--- src/rtl/pc_predict_unit.sv ---
// Fetch-stage PC generator with stall/redirect control and a direct-mapped
// BTB of 2-bit saturating counters that is trained from the execute stage.
module pc_predict_unit #(
    parameter int               WIDTH     = 32,
    parameter logic [WIDTH-1:0] RESET_PC  = 32'h0000_0000,
    parameter int               BTB_DEPTH = 16
) (
    input  logic             clk,
    input  logic             rst,
    input  logic             stall,
    input  logic             redirect,
    input  logic [WIDTH-1:0] redirect_target,
    input  logic             upd_en,
    input  logic [WIDTH-1:0] upd_pc,
    input  logic [WIDTH-1:0] upd_target,
    input  logic             upd_taken,
    output logic [WIDTH-1:0] PC,
    output logic [WIDTH-1:0] PCPlus4,
    output logic             pred_taken,
    output logic [WIDTH-1:0] pred_target
);

    localparam int IDX_W = $clog2(BTB_DEPTH);
    localparam int TAG_W = WIDTH - IDX_W - 2;

    function automatic logic [1:0] ctr_inc(input logic [1:0] c);
        ctr_inc = (c == 2'b11) ? 2'b11 : c + 2'b01;
    endfunction

    function automatic logic [1:0] ctr_dec(input logic [1:0] c);
        ctr_dec = (c == 2'b00) ? 2'b00 : c - 2'b01;
    endfunction

    logic             valid_r  [BTB_DEPTH];
    logic [TAG_W-1:0] tag_r    [BTB_DEPTH];
    logic [WIDTH-1:0] target_r [BTB_DEPTH];
    logic [1:0]       ctr_r    [BTB_DEPTH];

    logic [WIDTH-1:0] pc_r;
    logic [WIDTH-1:0] next_pc_s;
    logic [WIDTH-1:0] pc_plus4_s;
    logic [IDX_W-1:0] idx_s;
    logic [TAG_W-1:0] tag_s;
    logic             hit_s;
    logic             pred_taken_s;
    logic [WIDTH-1:0] pred_target_s;
    logic [IDX_W-1:0] upd_idx_s;
    logic [TAG_W-1:0] upd_tag_s;
    logic             upd_hit_s;
    logic             unused_upd_lsb_s;

    assign pc_plus4_s       = pc_r + WIDTH'(3'd4);
    assign idx_s            = pc_r[IDX_W+1:2];
    assign tag_s            = pc_r[WIDTH-1:IDX_W+2];
    assign upd_idx_s        = upd_pc[IDX_W+1:2];
    assign upd_tag_s        = upd_pc[WIDTH-1:IDX_W+2];
    assign unused_upd_lsb_s = ^upd_pc[1:0];

    // Lookup reads the registered PC only, so update data never reaches the outputs combinationally.
    always_comb begin
        hit_s         = 1'b0;
        pred_taken_s  = 1'b0;
        pred_target_s = pc_plus4_s;
        upd_hit_s     = 1'b0;
        hit_s         = valid_r[idx_s] && (tag_r[idx_s] == tag_s);
        upd_hit_s     = valid_r[upd_idx_s] && (tag_r[upd_idx_s] == upd_tag_s);
        if (hit_s) begin
            pred_taken_s  = ctr_r[idx_s][1];
            pred_target_s = target_r[idx_s];
        end else begin
            pred_taken_s  = 1'b0;
            pred_target_s = pc_plus4_s;
        end
    end

    // Next-PC selection: redirect beats stall, stall beats prediction.
    always_comb begin
        next_pc_s = pc_plus4_s;
        if (redirect) begin
            next_pc_s = redirect_target;
        end else if (stall) begin
            next_pc_s = pc_r;
        end else if (pred_taken_s) begin
            next_pc_s = pred_target_s;
        end else begin
            next_pc_s = pc_plus4_s;
        end
    end

    // Program counter register.
    always_ff @(posedge clk) begin
        if (!rst) begin
            pc_r <= RESET_PC;
        end else begin
            pc_r <= next_pc_s;
        end
    end

    // BTB training; writes land after this edge's lookup, giving write-after-read ordering.
    always_ff @(posedge clk) begin
        if (!rst) begin
            for (int i = 0; i < BTB_DEPTH; i++) begin
                valid_r[i]  <= 1'b0;
                tag_r[i]    <= '0;
                target_r[i] <= '0;
                ctr_r[i]    <= 2'b00;
            end
        end else if (upd_en) begin
            if (upd_hit_s) begin
                if (upd_taken) begin
                    ctr_r[upd_idx_s]    <= ctr_inc(ctr_r[upd_idx_s]);
                    target_r[upd_idx_s] <= upd_target;
                end else begin
                    ctr_r[upd_idx_s] <= ctr_dec(ctr_r[upd_idx_s]);
                end
            end else if (upd_taken) begin
                valid_r[upd_idx_s]  <= 1'b1;
                tag_r[upd_idx_s]    <= upd_tag_s;
                target_r[upd_idx_s] <= upd_target;
                ctr_r[upd_idx_s]    <= 2'b10;
            end
        end
    end

    assign PC          = pc_r;
    assign PCPlus4     = pc_plus4_s;
    assign pred_taken  = pred_taken_s;
    assign pred_target = pred_target_s;

endmodule

--- config.mk ---
export PLATFORM = sky130hd
export DESIGN_NAME = pc_predict_unit
export DESIGN_NICKNAME = d
export VERILOG_FILES = /design/src/rtl/pc_predict_unit.sv
export SDC_FILE = /design/constraint.sdc
export NUM_CORES = 2
export LEC_CHECK = 0
export BUFFER_PORTS_ARGS = -buffer_cell sky130_fd_sc_hd__buf_2
export CAP_MARGIN = 5
export CORE_MARGIN = 2
export CORE_UTILIZATION = 47
export DETAILED_ROUTE_END_ITERATION = 7
export PLACE_DENSITY_LB_ADDON = 0.08
export RECOVER_POWER = 100
export SLEW_MARGIN = 10
export SYNTH_ARGS = -nofsm -noshare
export SYNTH_HDL_FRONTEND = slang
export SYNTH_SLANG_ARGS = --single-unit
--- constraint.sdc ---
create_clock -name clk -period 11.2 [get_ports clk]
set_input_delay 2.24 -clock clk [delete_from_list [all_inputs] [get_ports clk]]
set_output_delay 2.24 -clock clk [all_outputs]
set_load 0.05 [all_outputs]
# After elaboration in Yosys (flattened, before gate mapping)
# Memories as Yosys holds them, arrays and structs flattened. A register that Yosys moved wholly into a read port is not among the register bits.
# Index checks and enable logic that the tools add are counted.
dict set report totals {
  register_bits 32
  mem_bits_rw 976
  in_bits 102
  mem_count 4
}
dict set report op_classes {
  n_addsub 3
  n_eq_ne 4
  n_mux 45
  bitwise_logic 3
  reduce_logical 7
}
# memory words word_bits read_ports rd_clocked_by_memory_dff wr line
set memory_table {}
lappend memory_table {target_r 16 32 1 1 16 36} ;# logic [WIDTH-1:0] target_r [BTB_DEPTH];
lappend memory_table {tag_r 16 26 2 1 16 35} ;# logic [TAG_W-1:0] tag_r [BTB_DEPTH];
lappend memory_table {ctr_r 16 2 2 1 16 37} ;# logic [1:0] ctr_r [BTB_DEPTH];
lappend memory_table {valid_r 16 1 2 1 16 34} ;# logic valid_r [BTB_DEPTH];
# op count
set op_table {}
lappend op_table {{$mux 32} 6}
lappend op_table {{$eq 26x26->1} 2}
lappend op_table {{$mux 4} 12}
lappend op_table {{$add 32x3->32 const B} 1}
lappend op_table {{$reduce_or 32->1} 1}
lappend op_table {{$mux 26} 1}
lappend op_table {{$reduce_or 26->1} 1}
lappend op_table {{$mux 1} 21}
lappend op_table {{$mux 2} 5}
lappend op_table {{$or 1x1->1} 3}
lappend op_table {{$add 2x1->2 const B} 1}
lappend op_table {{$eq 2x2->1 const B} 1}
lappend op_table {{$logic_and 1x1->1} 2}
lappend op_table {{$logic_not 2->1} 1}
lappend op_table {{$ne 2x1->1 const B} 1}
lappend op_table {{$reduce_or 2->1} 1}
lappend op_table {{$sub 2x1->2 const B} 1}
lappend op_table {{$reduce_or 1->1} 1}

# Depth between registers and ports, before layout
# An unclocked memory read counts as a cell.
dict set report depth {
  ltp_word 11
  mapped_depth 17
  ltp_nobuf 8
}

# Worst setup path before layout
# OpenSTA, ideal clock, no wires.
dict set report synth_path {
  kind {input -> register}
  start {input port upd_pc[3]}
  end {memory target_r[15][0] (enable)}
  arrival_ps 6265
  setup_slack_ps 4469
  stages 7
  n_path_buf 5
  cell_sequence {clkbuf_1 clkbuf_1 buf_2 buf_1 clkbuf_1 nand2_1 o21ai_0}
}
# element line
set synth_lines {}
lappend synth_lines {{start, declared} 14} ;# input logic [WIDTH-1:0] upd_pc,
lappend synth_lines {{end, declared} 36}

==> flow_summary.html <==
<table>
<tr><th>Metric</th><th>Value</th></tr>
<tr><th colspan="2">STA</th></tr>
<tr><td>Final-report hold violation count</td><td>0</td></tr>
<tr><td>Worst Clk Skew</td><td>about 0.028 ns</td></tr>
<tr><td>Final number of setup-violating endpoints</td><td>0</td></tr>
<tr><td>Pin slew with the least headroom to its limit</td><td>~5.2 ns</td></tr>
<tr><td>Slew Limit Fails</td><td>1660</td></tr>
<tr><td>Share of the clock period used by the worst path</td><td>0.908</td></tr>
<tr><td>Unrepaired setup endpoints after global routing</td><td>no</td></tr>
<tr><td>Peak Freq</td><td>98.3 MHz</td></tr>
<tr><td>Crit path time final</td><td>a little over 10 ns</td></tr>
<tr><td>Setup_tns</td><td>0 ns</td></tr>
<tr><td>Max transition margin</td><td>-2.49</td></tr>
<tr><th colspan="2">Placed design</th></tr>
<tr><td>Routability congestion estimate</td><td>0.826</td></tr>
<tr><td>Number of buffers added on ports</td><td>196</td></tr>
<tr><td>DPL Wire Length</td><td>around 100000 microns</td></tr>
<tr><th colspan="2">Global routing</th></tr>
<tr><td>Overall routing resource usage</td><td>0.312</td></tr>
<tr><td>Largest net degree at the start of global routing</td><td>121</td></tr>
<tr><td>Global-route wire length before repair</td><td>between 200000 and 250000 microns</td></tr>
<tr><td>Number of antenna violations at the first check in global routing</td><td>32</td></tr>
<tr><td>Total grt overflow</td><td>0</td></tr>
<tr><td>Number of global-route vias before repair</td><td>roughly 34000</td></tr>
<tr><th colspan="2">Detailed routing</th></tr>
<tr><td>Initial DRT Pass Iterations</td><td>5</td></tr>
<tr><td>Number of DRC violations after detailed routing</td><td>0</td></tr>
<tr><td>Per-cell routed wire length</td><td>34.2 microns</td></tr>
<tr><td>Routed length on met3</td><td>16400 microns</td></tr>
<tr><td>Top layer used by detailed routing</td><td>met5</td></tr>
<tr><td>Iteration-0 DRC count of the detailed router</td><td>between 4000 and 5000</td></tr>
<tr><td>Final wirelength</td><td>176000 microns</td></tr>
<tr><td>Drt via density</td><td>6.50</td></tr>
<tr><td>Amount of wire on met2 after detailed routing</td><td>~84000 microns</td></tr>
<tr><td>Antenna viol nets, final</td><td>0</td></tr>
<tr><td>Vias</td><td>between 30000 and 40000</td></tr>
<tr><td>Metal1 wirelength</td><td>68300 microns</td></tr>
<tr><th colspan="2">Clock network</th></tr>
<tr><td>CTS tree</td><td>yes</td></tr>
<tr><td>CTS root buf</td><td>sky130_fd_sc_hd__clkbuf_16</td></tr>
<tr><td>H-Tree Depth</td><td>3</td></tr>
<tr><td>Maximum count of clock buffers along a single path</td><td>3</td></tr>
<tr><td>Cts-stage hold buffer count</td><td>0</td></tr>
<tr><td>Number of CTS-inserted buffers</td><td>roughly 110</td></tr>
<tr><td>Number of instances resized during post-cts repair</td><td>0</td></tr>
<tr><td>Clk_lat worst skew</td><td>0.70 ns</td></tr>
<tr><td>Number of setup buffers added after CTS</td><td>0</td></tr>
<tr><td>Clock-pin slew on the worst setup and hold paths</td><td>0.06 ns</td></tr>
<tr><td>Sinks on Clock Net</td><td>1012</td></tr>
<tr><th colspan="2">Logic synthesis</th></tr>
<tr><td>Number of enable flip-flop cells after synthesis</td><td>960</td></tr>
<tr><td>Number of distinct library cell variants in the gate-level netlist after synthesis</td><td>between 70 and 80</td></tr>
<tr><td>Cell type contributing the most total cell area after synthesis</td><td>sky130_fd_sc_hd__edfxtp_1</td></tr>
<tr><td>Register area share after synthesis</td><td>0.576</td></tr>
<tr><td>Yosys reg bits</td><td>1012</td></tr>
<tr><td>Commonest cells in the netlist</td><td>sky130_fd_sc_hd__edfxtp_1, sky130_fd_sc_hd__and2_1, sky130_fd_sc_hd__and3_1</td></tr>
<tr><td>Mean cell area of the mapped netlist</td><td>14.7 sq um</td></tr>
<tr><td>Post-synthesis cell count</td><td>3538</td></tr>
<tr><td>Post-synth top flop</td><td>sky130_fd_sc_hd__edfxtp_1</td></tr>
<tr><td>Dominant cell by count in the synthesized netlist</td><td>sky130_fd_sc_hd__edfxtp_1</td></tr>
<tr><td>Yosys warns</td><td>0</td></tr>
<tr><td>Synthesized netlist net count</td><td>roughly 3600</td></tr>
<tr><td>Synth top area cells</td><td>sky130_fd_sc_hd__edfxtp_1, sky130_fd_sc_hd__mux4_2, sky130_fd_sc_hd__and2_1, sky130_fd_sc_hd__and3_1, sky130_fd_sc_hd__dfxtp_1</td></tr>
<tr><td>Area of the mapped netlist</td><td>51900 sq um</td></tr>
<tr><td>Yosys top cell area share</td><td>0.556</td></tr>
<tr><td>Share of synthesized flip-flops with an asynchronous set or reset</td><td>0</td></tr>
<tr><th colspan="2">Worst setup path</th></tr>
<tr><td>Crit Path Max Fanout</td><td>83</td></tr>
<tr><td>Critical Path End Type</td><td>output port</td></tr>
<tr><td>CP Class</td><td>reg -&gt; out</td></tr>
<tr><td>Kind of launch point of the worst setup path</td><td>flip-flop</td></tr>
<tr><td>Data arrival at the endpoint of the critical path</td><td>7.93 ns</td></tr>
<tr><td>Data required, critical path</td><td>8.96 ns</td></tr>
<tr><th colspan="2">Cells and area</th></tr>
<tr><td>Core occupancy in the finished layout</td><td>0.521</td></tr>
<tr><td>Layout-stage area growth over the synthesis result</td><td>9.70%</td></tr>
<tr><td>Fraction of layout instances using a drive strength above 1</td><td>0.212</td></tr>
<tr><td>Final layout net count</td><td>3657</td></tr>
<tr><th colspan="2">Power</th></tr>
<tr><td>Leak Pwr</td><td>between 20 and 25 nW</td></tr>
<tr><td>Pwr Density</td><td>between 150 and 200 nW/um^2</td></tr>
<tr><td>Design Power</td><td>9.21 mW</td></tr>
<tr><td>Worst-case vdd ir drop</td><td>0.000115 V</td></tr>
<tr><th colspan="2">Die</th></tr>
<tr><td>I/O pin count</td><td>199</td></tr>
<tr><td>Placement Rows</td><td>121</td></tr>
<tr><td>CORE AREA</td><td>109000 sq um</td></tr>
<tr><td>Initial Utilization</td><td>0.475</td></tr>
<tr><td>Chip height</td><td>between 300 and 400 microns</td></tr>
<tr><td>Width of the die</td><td>roughly 340 microns</td></tr>
<tr><td>Full die area</td><td>113000 sq um</td></tr>
<tr><th colspan="2">Job</th></tr>
<tr><td>Number of max-capacitance violations reported</td><td>46</td></tr>
<tr><th colspan="2">Outcome</th></tr>
<tr><td>Violated checks</td><td>capacitance limit, slew limit</td></tr>
<tr><td>Run status</td><td>complete, but fails checks</td></tr>
<tr><th colspan="2">Min path</th></tr>
<tr><td>Class of the worst hold path</td><td>reg -&gt; reg</td></tr>
</table>
-- power breakdown --
part           internal, mW  switching, mW  leakage, nW
registers              4.35          0.139         9.59
logic                 0.456          0.741         9.06
clock network          2.01           1.51         1.67
-- layout by cell type (no fill, tap or decap), types with 16 or more instances in the layout --
master / Yosys / layout
sky130_fd_sc_hd__buf_2: 44 / 100
sky130_fd_sc_hd__nor2b_1: 26 / 26
sky130_fd_sc_hd__o21ai_0: 47 / 36
sky130_fd_sc_hd__a21o_1: 16 / 16
sky130_fd_sc_hd__xor2_1: 32 / 32
sky130_fd_sc_hd__nand4_1: 19 / 19
sky130_fd_sc_hd__nand2b_1: 29 / 17
sky130_fd_sc_hd__nor3_1: 33 / 33
sky130_fd_sc_hd__clkbuf_2: 6 / 16
sky130_fd_sc_hd__clkbuf_1: 274 / 163
sky130_fd_sc_hd__mux2i_1: 78 / 78
sky130_fd_sc_hd__nand3_1: 24 / 24
sky130_fd_sc_hd__clkinv_1: 1 / 28
sky130_fd_sc_hd__and3_1: 426 / 426
sky130_fd_sc_hd__clkbuf_16: 0 / 112
sky130_fd_sc_hd__nand2_1: 70 / 70
sky130_fd_sc_hd__nor2_1: 73 / 69
sky130_fd_sc_hd__mux4_2: 393 / 393
sky130_fd_sc_hd__a21oi_1: 45 / 46
sky130_fd_sc_hd__buf_4: 26 / 35
sky130_fd_sc_hd__inv_1: 51 / 51
sky130_fd_sc_hd__mux2_2: 25 / 24
sky130_fd_sc_hd__o211ai_1: 31 / 31
sky130_fd_sc_hd__xnor2_1: 47 / 47
sky130_fd_sc_hd__and2_0: 0 / 305
sky130_fd_sc_hd__edfxtp_1: 960 / 960
sky130_fd_sc_hd__dfxtp_1: 52 / 48
sky130_fd_sc_hd__a221oi_1: 5 / 24
sky130_fd_sc_hd__and2_1: 536 / 231
-- critical path, cell delays in order, from the launching register on --
cell                       delay, ns
sky130_fd_sc_hd__dfxtp_4        0.92
sky130_fd_sc_hd__buf_12         0.51
sky130_fd_sc_hd__mux4_2         0.59
sky130_fd_sc_hd__o22ai_1        0.19
sky130_fd_sc_hd__nor3_1         0.09
sky130_fd_sc_hd__nor4b_2        0.80
sky130_fd_sc_hd__o2111a_1       0.29
sky130_fd_sc_hd__and4b_2        0.23
sky130_fd_sc_hd__buf_4          0.47
sky130_fd_sc_hd__and2_0         1.27
sky130_fd_sc_hd__clkbuf_1       0.85
sky130_fd_sc_hd__mux2i_1        0.31
sky130_fd_sc_hd__clkbuf_1       0.49
-- final timing paths --
kind	startpoint	to	slack [ns]	cells after the start
setup / recovery	flip-flop	pred_target[28]	1.03	12
hold / removal	valid_r[11]	valid_r[11]	0.48	1
setup reg to reg	flip-flop	flip-flop	3.68	10
hold reg to reg	valid_r[11]	valid_r[11]	0.48	1
-- metal layers --
| metal | track usage | up-vias |
|---|---|---|
| met2 | 0.508 | 1861 |
| met1 | 0.416 | 17500 |
| met4 | 0.120 | 14 |
| li1 | - | 13600 |
| met3 | 0.0609 | 378 |
| met5 | 0 | - |
-- registers in the layout (all words and copies together), names as in the netlist, named ones only --
register  flops
PC           32
ctr_r        32
tag_r       416
target_r    512
valid_r      16
-- area by class of cell --
| cell class | instances | area, sq um |
|---|---|---|
| fillers | 9108 | 52200 |
| flip-flops and latches | 1012 | 29900 |
| multi-input cells | 2093 | 20100 |
| clock buffers | 155 | 3030 |
| well taps | 1476 | 1850 |
| repair buffers | 284 | 1410 |
| clock inverters | 49 | 399 |
| inverters | 52 | 195 |
| diodes | 10 | 25.0 |
-- through the flow --
step                setup slack, ns  hold slack, ns  instance area [sq um]  instances
CTS                            2.02           0.482                  57400       5121
global placement               2.78           0.449                  54000       4917
finish                         1.03           0.484                  56900       5131
floorplan                      4.47           0.438                  51900       3538
detailed placement             2.77           0.469                  54000       4917
global route                  0.937           0.496                  56900       5128
-- kinds of logic (layout without fill, tap and decap cells) --
kind of cell | after synthesis | count (layout) | synth area share
mux | 496 | 496 | 0.191
other cells | 0 | 10 | 0
simple gates | 1293 | 1293 | 0.150
buf+inv | 433 | 540 | 0.0375
compound gates | 223 | 223 | 0.0315
xor+xnor | 79 | 79 | 0.0133
fa+ha+maj | 2 | 2 | 0.000434
flops | 1012 | 1012 | 0.576
(Power assumes the default switching activity.)
